## config.mk

```make
export PLATFORM = sky130hd
export DESIGN_NAME = rr_arbiter
export DESIGN_NICKNAME = d
export VERILOG_FILES = /design/src/rtl/rr_arbiter_pkg.sv /design/src/rtl/rr_arbiter_prio_enc8.sv /design/src/rtl/rr_arbiter.sv
export SDC_FILE = /design/constraint.sdc
export NUM_CORES = 1
export LEC_CHECK = 0
export BUFFER_PORTS_ARGS = -buffer_cell sky130_fd_sc_hd__clkbuf_2
export CORE_MARGIN = 10
export CORE_UTILIZATION = 50
export DETAILED_ROUTE_END_ITERATION = 7
export HOLD_SLACK_MARGIN = 0.12
export MAX_ROUTING_LAYER = met4
export PLACE_DENSITY = 0.73
export SLEW_MARGIN = 20
export SYNTH_ARGS = -nofsm -noshare
export SYNTH_HDL_FRONTEND = slang
export SYNTH_SLANG_ARGS = --single-unit
```

## constraint.sdc

```tcl
create_clock -name clk -period 4.14 [get_ports clk]
set_clock_uncertainty 0.15 [all_clocks]
set_input_delay 0.828 -clock clk [delete_from_list [all_inputs] [get_ports clk]]
set_output_delay 0.828 -clock clk [all_outputs]
set_load 0.005 [all_outputs]
```

## src/rtl/rr_arbiter_pkg.sv

```systemverilog
`default_nettype none
// ============================================================================
//  Module      : rr_arbiter_pkg
//  Description : Shared constants and types for the 8-way round-robin
//                arbiter: requester count, index width, FSM state encoding
//                and the pointer value loaded at reset.
//  Revision    : 1.0 - initial release
// ============================================================================
package rr_arbiter_pkg;

    localparam int N_REQ = 8;
    localparam int IDX_W = 3;

    // Pointer holds the last granted index; 7 makes the first search start at 0.
    localparam logic [IDX_W-1:0] RST_PTR = 3'd7;

    typedef enum logic [0:0] {
        ST_IDLE  = 1'b0,
        ST_GRANT = 1'b1
    } state_t;

endpackage : rr_arbiter_pkg
`default_nettype wire

```

## src/rtl/rr_arbiter_prio_enc8.sv

```systemverilog
`default_nettype none
// ============================================================================
//  Module      : prio_enc8
//  Description : 8-input priority encoder, lowest set bit wins.
//  Ports       : i_vec [7:0] - input vector
//                o_idx [2:0] - index of the lowest set bit (0 when none set)
//                o_vld       - high when any bit of i_vec is set
//  Revision    : 1.0 - initial release
// ============================================================================
module prio_enc8
    import rr_arbiter_pkg::*;
(
    input  logic [N_REQ-1:0] i_vec,
    output logic [IDX_W-1:0] o_idx,
    output logic             o_vld
);

    always_comb begin
        o_idx = '0;
        // Scan from the top so the lowest set bit is the last assignment.
        for (int i = N_REQ - 1; i >= 0; i--) begin
            if (i_vec[i]) begin
                o_idx = IDX_W'(i);
            end
        end
    end

    assign o_vld = |i_vec;

endmodule : prio_enc8
`default_nettype wire

```

## src/rtl/rr_arbiter.sv

```systemverilog
`default_nettype none
// ============================================================================
//  Module      : rr_arbiter
//  Description : 8-way round-robin arbiter with release-based ownership and
//                hold-time preemption. The owner keeps the grant while its
//                request stays high; after MAX_HOLD cycles it is preempted
//                if any other requester is waiting.
//  Ports       : clk         - clock, rising edge
//                rst         - synchronous active-high reset
//                req [7:0]   - request vector
//                gnt [7:0]   - registered one-hot grant
//                gnt_idx[2:0]- registered index of the owner (0 when idle)
//                gnt_vld     - registered, high when gnt is non-zero
//  Revision    : 1.0 - initial release
// ============================================================================
module rr_arbiter
    import rr_arbiter_pkg::*;
#(
    parameter int MAX_HOLD = 16     // legal range 1..255
) (
    input  logic             clk,
    input  logic             rst,
    input  logic [N_REQ-1:0] req,
    output logic [N_REQ-1:0] gnt,
    output logic [IDX_W-1:0] gnt_idx,
    output logic             gnt_vld
);

    localparam logic [7:0] c_HOLD_LAST = 8'(MAX_HOLD - 1);

    state_t             r_state;
    logic [IDX_W-1:0]   r_ptr;
    logic [7:0]         r_hold_cnt;
    logic [N_REQ-1:0]   r_gnt;
    logic [IDX_W-1:0]   r_gnt_idx;
    logic               r_gnt_vld;

    logic [IDX_W-1:0]   w_start;
    logic [2*N_REQ-1:0] w_dbl;
    logic [N_REQ-1:0]   w_rot;
    logic [IDX_W-1:0]   w_enc_idx;
    logic               w_enc_vld;
    logic [IDX_W-1:0]   w_winner;
    logic [N_REQ-1:0]   w_others;
    logic               w_release;
    logic               w_preempt;

    // Rotate right so that bit 0 of w_rot is req[ptr+1]; the lowest set bit
    // of the rotated vector is then the first requester after the owner.
    assign w_start  = r_ptr + 3'd1;
    assign w_dbl    = {req, req};
    assign w_rot    = w_dbl[w_start +: N_REQ];
    assign w_winner = w_start + w_enc_idx;

    prio_enc8 u_prio_enc8 (
        .i_vec (w_rot),
        .o_idx (w_enc_idx),
        .o_vld (w_enc_vld)
    );

    assign w_others  = req & ~(8'b1 << r_ptr);
    assign w_release = ~req[r_ptr];
    assign w_preempt = (r_hold_cnt == c_HOLD_LAST) && (|w_others);

    always_ff @(posedge clk) begin
        if (rst) begin
            r_state    <= ST_IDLE;
            r_ptr      <= RST_PTR;
            r_hold_cnt <= '0;
            r_gnt      <= '0;
            r_gnt_idx  <= '0;
            r_gnt_vld  <= 1'b0;
        end else begin
            case (r_state)
                ST_IDLE: begin
                    if (w_enc_vld) begin
                        r_state    <= ST_GRANT;
                        r_ptr      <= w_winner;
                        r_hold_cnt <= '0;
                        r_gnt      <= 8'b1 << w_winner;
                        r_gnt_idx  <= w_winner;
                        r_gnt_vld  <= 1'b1;
                    end
                end
                ST_GRANT: begin
                    // Release and preemption share one path: both re-arbitrate.
                    // The search starts after the owner, so on preemption the
                    // owner can only win if nobody else asks, which cannot
                    // happen since preemption needs another requester.
                    if (w_release || w_preempt) begin
                        if (w_enc_vld) begin
                            r_ptr      <= w_winner;
                            r_hold_cnt <= '0;
                            r_gnt      <= 8'b1 << w_winner;
                            r_gnt_idx  <= w_winner;
                            r_gnt_vld  <= 1'b1;
                        end else begin
                            r_state    <= ST_IDLE;
                            r_gnt      <= '0;
                            r_gnt_idx  <= '0;
                            r_gnt_vld  <= 1'b0;
                        end
                    end else if (r_hold_cnt != c_HOLD_LAST) begin
                        r_hold_cnt <= r_hold_cnt + 8'd1;
                    end
                end
                default: begin
                    r_state <= ST_IDLE;
                end
            endcase
        end
    end

    assign gnt     = r_gnt;
    assign gnt_idx = r_gnt_idx;
    assign gnt_vld = r_gnt_vld;

endmodule : rr_arbiter
`default_nettype wire

```

# After elaboration in Yosys (flattened, before gate mapping)
# Cells that the tools add are included.
[classes] n_addsub=3 magnitude_cmp=1 n_eq_ne=5 n_shift=3 n_mux=31 n_bitwise=4 n_reduce_logical=5
[op_table] cell="$mux 8" n=6
[op_table] cell="$mux 3" n=13
[op_table] cell="$pmux 8 s2" n=2
[op_table] cell="$reduce_or 8->1" n=2
[op_table] cell="$shiftx 16x4->8" n=1
[op_table] cell="$shl 1x3->8 const A" n=2
[op_table] cell="$pmux 3 s2" n=2
[op_table] cell="$add 8x1->8 const B" n=1
[op_table] cell="$and 8x8->8" n=1
[op_table] cell="$eq 8x4->1 const B" n=1
[op_table] cell="$ne 8x4->1 const B" n=1
[op_table] cell="$not 8->8" n=1
[op_table] cell="$mux 1" n=5
[op_table] cell="$lt 3x4->1 const B" n=1
[op_table] cell="$ne 2x1->1 const B" n=2
[op_table] cell="$pmux 1 s2" n=2
[op_table] cell="$add 3x1->3 const B" n=1
[op_table] cell="$add 3x3->3" n=1
[op_table] cell="$bmux 1 s3" n=1
[op_table] cell="$ne 3x1->1 const B" n=1
[op_table] cell="$not 1->1" n=2
[op_table] cell="$reduce_and 2->1" n=1
[op_table] cell="$logic_and 1x1->1" n=1
[op_table] cell="$logic_or 1x1->1" n=1
[word_totals] register_bits=24 input_bits=10 elab_cells=58

# Logic depth before layout (Yosys ltp)
[logic_depth] depth_word=15 ltp_mapped=17 ltp_nobuf=14

# Modules after synthesis
# From an unflattened synthesis, not the netlist that was laid out.
[unflattened] cells_unflattened=197 hier_area_um2=1789.2
[by_module_without_submodules] mod="rr_arbiter" n_inst=1 cells_per_inst=184 area_each_um2=1707.9
[by_module_without_submodules] mod="prio_enc8" n_inst=1 cells_per_inst=13 area_each_um2=81.3

# Worst setup path before layout
# Ideal clock, no wire load.
[synth_timing] path_kind="reg-to-reg" start="register r_ptr[0]" end="register r_gnt[5] (netlist: gnt[5])" arrival_ns=3.672 required_time_ns=3.929 path_slack_ns=0.257 stages_incl_launch_ff=18 path_buffers=3 path_cell_list="dfxtp_1 > clkbuf_8 > inv_1 > buf_2 > ha_1 > buf_4 > mux2_2 > mux2i_1 > nor2b_1 > or3_1 > a31oi_1 > o32ai_1 > ha_1 > inv_1 > fa_1 > mux2i_1 > a211oi_2 > a32o_1"
[synth_between] elab_chain_len=15 word_cells_on_any_way=29
[synth_lines] item="from (decl)" line_no="rr_arbiter.sv:32" source="logic [IDX_W-1:0] r_ptr;"
[synth_lines] item="from (signal assigned)" line_no="rr_arbiter.sv:78" source="r_ptr <= w_winner;"
[synth_lines] item="from (signal assigned)" line_no="rr_arbiter.sv:92" source="r_ptr <= w_winner;"
[synth_lines] item="$add 3x1->3" line_no="rr_arbiter.sv:50" source="assign w_start = r_ptr + 3'd1;"
[synth_lines] item="$shiftx 16x4->8" line_no="rr_arbiter.sv:52" source="assign w_rot = w_dbl[w_start +: N_REQ];"
[synth_lines] item="$mux 3 (8 in series)" line_no="rr_arbiter_prio_enc8.sv:22" source="if (i_vec[i]) begin"
[synth_lines] item="$add 3x3->3" line_no="rr_arbiter.sv:53" source="assign w_winner = w_start + w_enc_idx;"
[synth_lines] item="$shl 1x3->8" line_no="rr_arbiter.sv:80, rr_arbiter.sv:94"
[synth_lines] item="$mux 8" line_no="rr_arbiter.sv:91" source="if (w_enc_vld) begin"
[synth_lines] item="$mux 8" line_no="rr_arbiter.sv:90" source="if (w_release || w_preempt) begin"
[synth_lines] item="$pmux 8 s2" line_no="rr_arbiter.sv:74" source="case (r_state)"
[synth_lines] item="to (signal assigned)" line_no="rr_arbiter.sv:80" source="r_gnt <= 8'b1 << w_winner;"
[synth_lines] item="to (signal assigned)" line_no="rr_arbiter.sv:94" source="r_gnt <= 8'b1 << w_winner;"
[synth_lines] item="to (decl)" line_no="rr_arbiter.sv:34" source="logic [N_REQ-1:0] r_gnt;"
# Several ways; a longest one is shown, not always the timed one. The select of a mux whose other input is x is not followed.
# A chain may end at the register's enable or synchronous reset.

# Worst setup path in the final report
[layout_timing] start="register r_ptr[1]" end="register r_gnt[1] (netlist: gnt[1])"
# Same word-level chain as after synthesis.

==> results.md <==
* Status: completed
* Critical Path Fanout Max at 6
* Hold WS at approximately 0.33 ns
* Placed cell area at between 0.0015 and 0.002 mm²
* Starting density of the core at a little over half
* Multiplexer share of the synthesized area at approximately 15%
* Share of layout cells above drive strength 1 at between 20% and 30%
* CTS max path bufs at 2
* Slew @ Worst Pin at between 0.4 and 0.5 ns
* Pins Over Slew Limit at 0
* Wirelength per Cell at 15.38 µm
* Syn avg cell area at between 9 and 10 µm²
* Sw Ratio at between 40 and 50%
* Synth top area cells: dfxtp_1 26%, mux2i_1 6.1%, ha_1 5.5%, mux2_2 3.7%, a22o_1 3.4%
* CTS Buf Count at 3
* CORE AREA at 0.003416 mm²
* P_int at around 0.82 mW
* MaxCap Viol Count at 0
* Hold Crit Class: reg2reg
* Synth Instances at 197
* Global route overflow at 0
* Sequential cell fraction of total power at between 20 and 25%
* Ys Warns at 0
* Crit. End Element: register
* Slew HR at 71.84%
* LEAKAGE at about 0.80 nW
* Via density at between 6 and 7
* Synth Area in Simple Gates at about a fifth
* Max Clk Rate at roughly 0.26 GHz
* Setup tns final at 0 ns
* Clock root cell: clkbuf_4
* CTS resizes at 0
* HP Start: gnt_idx[2]
* TritonCTS clock tree: done
* Row count at 21
* Clk_lat worst skew at between 0.3 and 0.4 ns
* Minimum clock period at ~3.8 ns
* Fin area at between 0.0015 and 0.002 mm²
* Routed WL at between 4000 and 5000 µm
* Clock Sinks at 24
* Post-Syn Nets at about 220
* Crit share post-route at just over 90%
* # hold bufs at CTS at 0
* Initial DRC count at 94
* FF+latch count, synth at 24
* Hpwl dp at approximately 3100 µm
* Pwr per Cell Area at 738.7 mW/mm²
* Asr flop ratio synth at 0%
* Antenna Nets Post-Route at 0
* Final net count at approximately 240
* Vias at between 1500 and 2000
* Psw at 0.6371 mW
* Critical path startpoint: r_ptr[1]
* Synth Area in Compound Gates at between 20% and 30%
* Gr usage total at 13.27%
* Yosys cell types at 54
* Post-Synth Adder-Cell Area at 6.621%
* Final setup fails at 0
* Comb power frac at 65.9%
* Post-synthesis sequential area ratio at about a quarter
* Yosys top cell by area: dfxtp_1
* Drt first pass iters at 4
* H-tree depth at 1
* Critical R2R Launch: r_ptr[1]
* RSZ-0062 raised after global routing: no
* Xor/xnor share of the synthesized area at 0%
* Synth top area share at between 20% and 30%
* Fillcell total at 335
* Die W at ~80 µm
* Initial antenna violation count at 0
* Area of the die at 0.006438 mm²
* I/O pin total at 22
* Worst Path Required at around 4.3 ns
* Main combinational cell family by area after synthesis: compound AO/OA/AOI/OAI gates
* Pin count of the biggest net entering global routing at 18
* Vias in the first global route at between 1000 and 1500
* First-pass GRT wire length at 6948 µm
* Primary FF master, synth: dfxtp_1
* Total Power at about 1.5 mW
* Syn-to-layout area delta at 9.035%
* Crit path kind: reg2reg
* Worst Path Arrival at between 3 and 4 ns
* N_diodes at 0
* Worst IR Drop VDD at between 0.0004 and 0.0005 V
* Reg clk slew, reported paths at between 0.1 and 0.15 ns
* Clock network power share at around an eighth
* Final hold viol count at 0
* Port buffer count at 21
* Worst setup SP type: register
* Non-filler cells in the finished layout at about 260
* Die H at 80.24 µm
* EDFF count, synth at 0
* Buffer count from post-CTS setup fixing at 0
* Placed cell count at around 260
* Synthesized cell area at around 0.0018 mm²
* # DRC at 0
* Placer Congestion at 0.8439
-- cell usage after synthesis (2+ instances only) --
cell / number
dfxtp_1: 24
nand2_1: 15
nor2_1: 13
mux2i_1: 11
a21oi_1: 10
ha_1: 8
inv_1: 8
a22o_1: 7
mux2_2: 6
o21ai_0: 6
a31oi_1: 5
nand2b_1: 5
o32ai_1: 5
nand3_1: 4
nor2b_1: 4
or3_1: 4
a21oi_2: 3
and3_1: 3
nor3_1: 3
o211ai_1: 3
o21a_1: 3
a211oi_1: 2
a211oi_2: 2
a21o_1: 2
a311oi_1: 2
a32o_1: 2
and2_2: 2
buf_6: 2
clkbuf_1: 2
clkbuf_8: 2
mux4_1: 2
mux4_2: 2
nor3b_1: 2
o22ai_1: 2
or3b_1: 2
-- registers in the layout (all words and copies together) (netlist names) --
name        flops
gnt             8
gnt_idx         3
gnt_vld         1
r_hold_cnt      8
r_ptr           3
r_state         1
-- path summary, 6_finish.rpt --
kind | endpoint | slack, ns | cells after the start
min reg2reg | gnt_idx[2] | 0.33 | 1
min | gnt_idx[2] | 0.33 | 1
max | gnt[1] | 0.31 | 14
max reg2reg | gnt[1] | 0.31 | 14
-- metal layers --
layer | wire (µm) | global-route usage [%] | part of all wire (%) | vias to the layer above
met4 | 27 | 2.289 | 0.67 | 0
met2 | 2047 | 21.51 | 51 | 47
met1 | 1792 | 16.47 | 44 | 749
met5 | 0 | - | 0 | -
met3 | 162 | 3.229 | 4.0 | 4
li1 | - | - | - | 791
-- cells by family after synthesis --
logic type,count (synthesis)
buffers and inverters,19
muxes,21
adders and majority gates,9
DFF,24
and+or+nand+nor,63
AOI/OAI and AO/OA,61
-- power by group through the flow --
stage	Combinational, mW	Sequential, mW	Clock [mW]
floorplan	0.771	0.329	0
global placement	0.950	0.327	0
detailed placement	0.961	0.330	0
CTS	0.964	0.324	0.176
global route	1.08	0.332	0.186
finish	0.963	0.325	0.173
-- final cells by class --
class | count | area, µm² | area share (%)
inverters | 10 | 37.54 | 1.898
clock buffers | 3 | 22.52 | 1.139
repair buffers | 24 | 127.6 | 6.452
multi-input cells | 154 | 1222 | 61.80
well taps | 46 | 57.56 | 2.910
flip-flops and latches | 24 | 480.5 | 24.29
clock inverters | 1 | 30.03 | 1.518
-- worst max-delay path: stages (launching register included) --
cell,delay [ns]
dfxtp_1,0.47
inv_1,0.09
ha_1,0.40
mux2_2,0.37
mux2i_1,0.23
nor2b_1,0.18
or3_1,0.12
a31oi_1,0.08
o32ai_1,0.28
ha_1,0.19
inv_1,0.05
fa_1,0.41
mux2i_1,0.15
a211oi_2,0.41
a32o_1,0.22
-- placed cells by master, fill, tap and decap left out, types with 3 or more instances in the layout --
cell type and count:
a21oi_1 10, a21oi_2 3, a22o_1 7, a31oi_1 5
and3_1 3, buf_4 3, clkbuf_2 21, clkbuf_4 3
dfxtp_1 24, ha_1 8, inv_1 8, mux2_2 6
mux2i_1 11, nand2_1 15, nand2b_1 5, nand3_1 4
nor2_1 13, nor2b_1 4, nor3_1 3, o211ai_1 3
o21a_1 3, o21ai_0 6, o32ai_1 5, or3_1 4
-- metrics by stage --
step | utilization [%] | setup WS [ns]
floorplan | - | 0.2568
global route | 57.91 | 0.07057
finish | 57.91 | 0.3068
CTS | 57.91 | 0.3604
detailed placement | 56.37 | 0.4012
global placement | 56.37 | 0.5025
No activity file was read; power rests on OpenSTA's default activity.
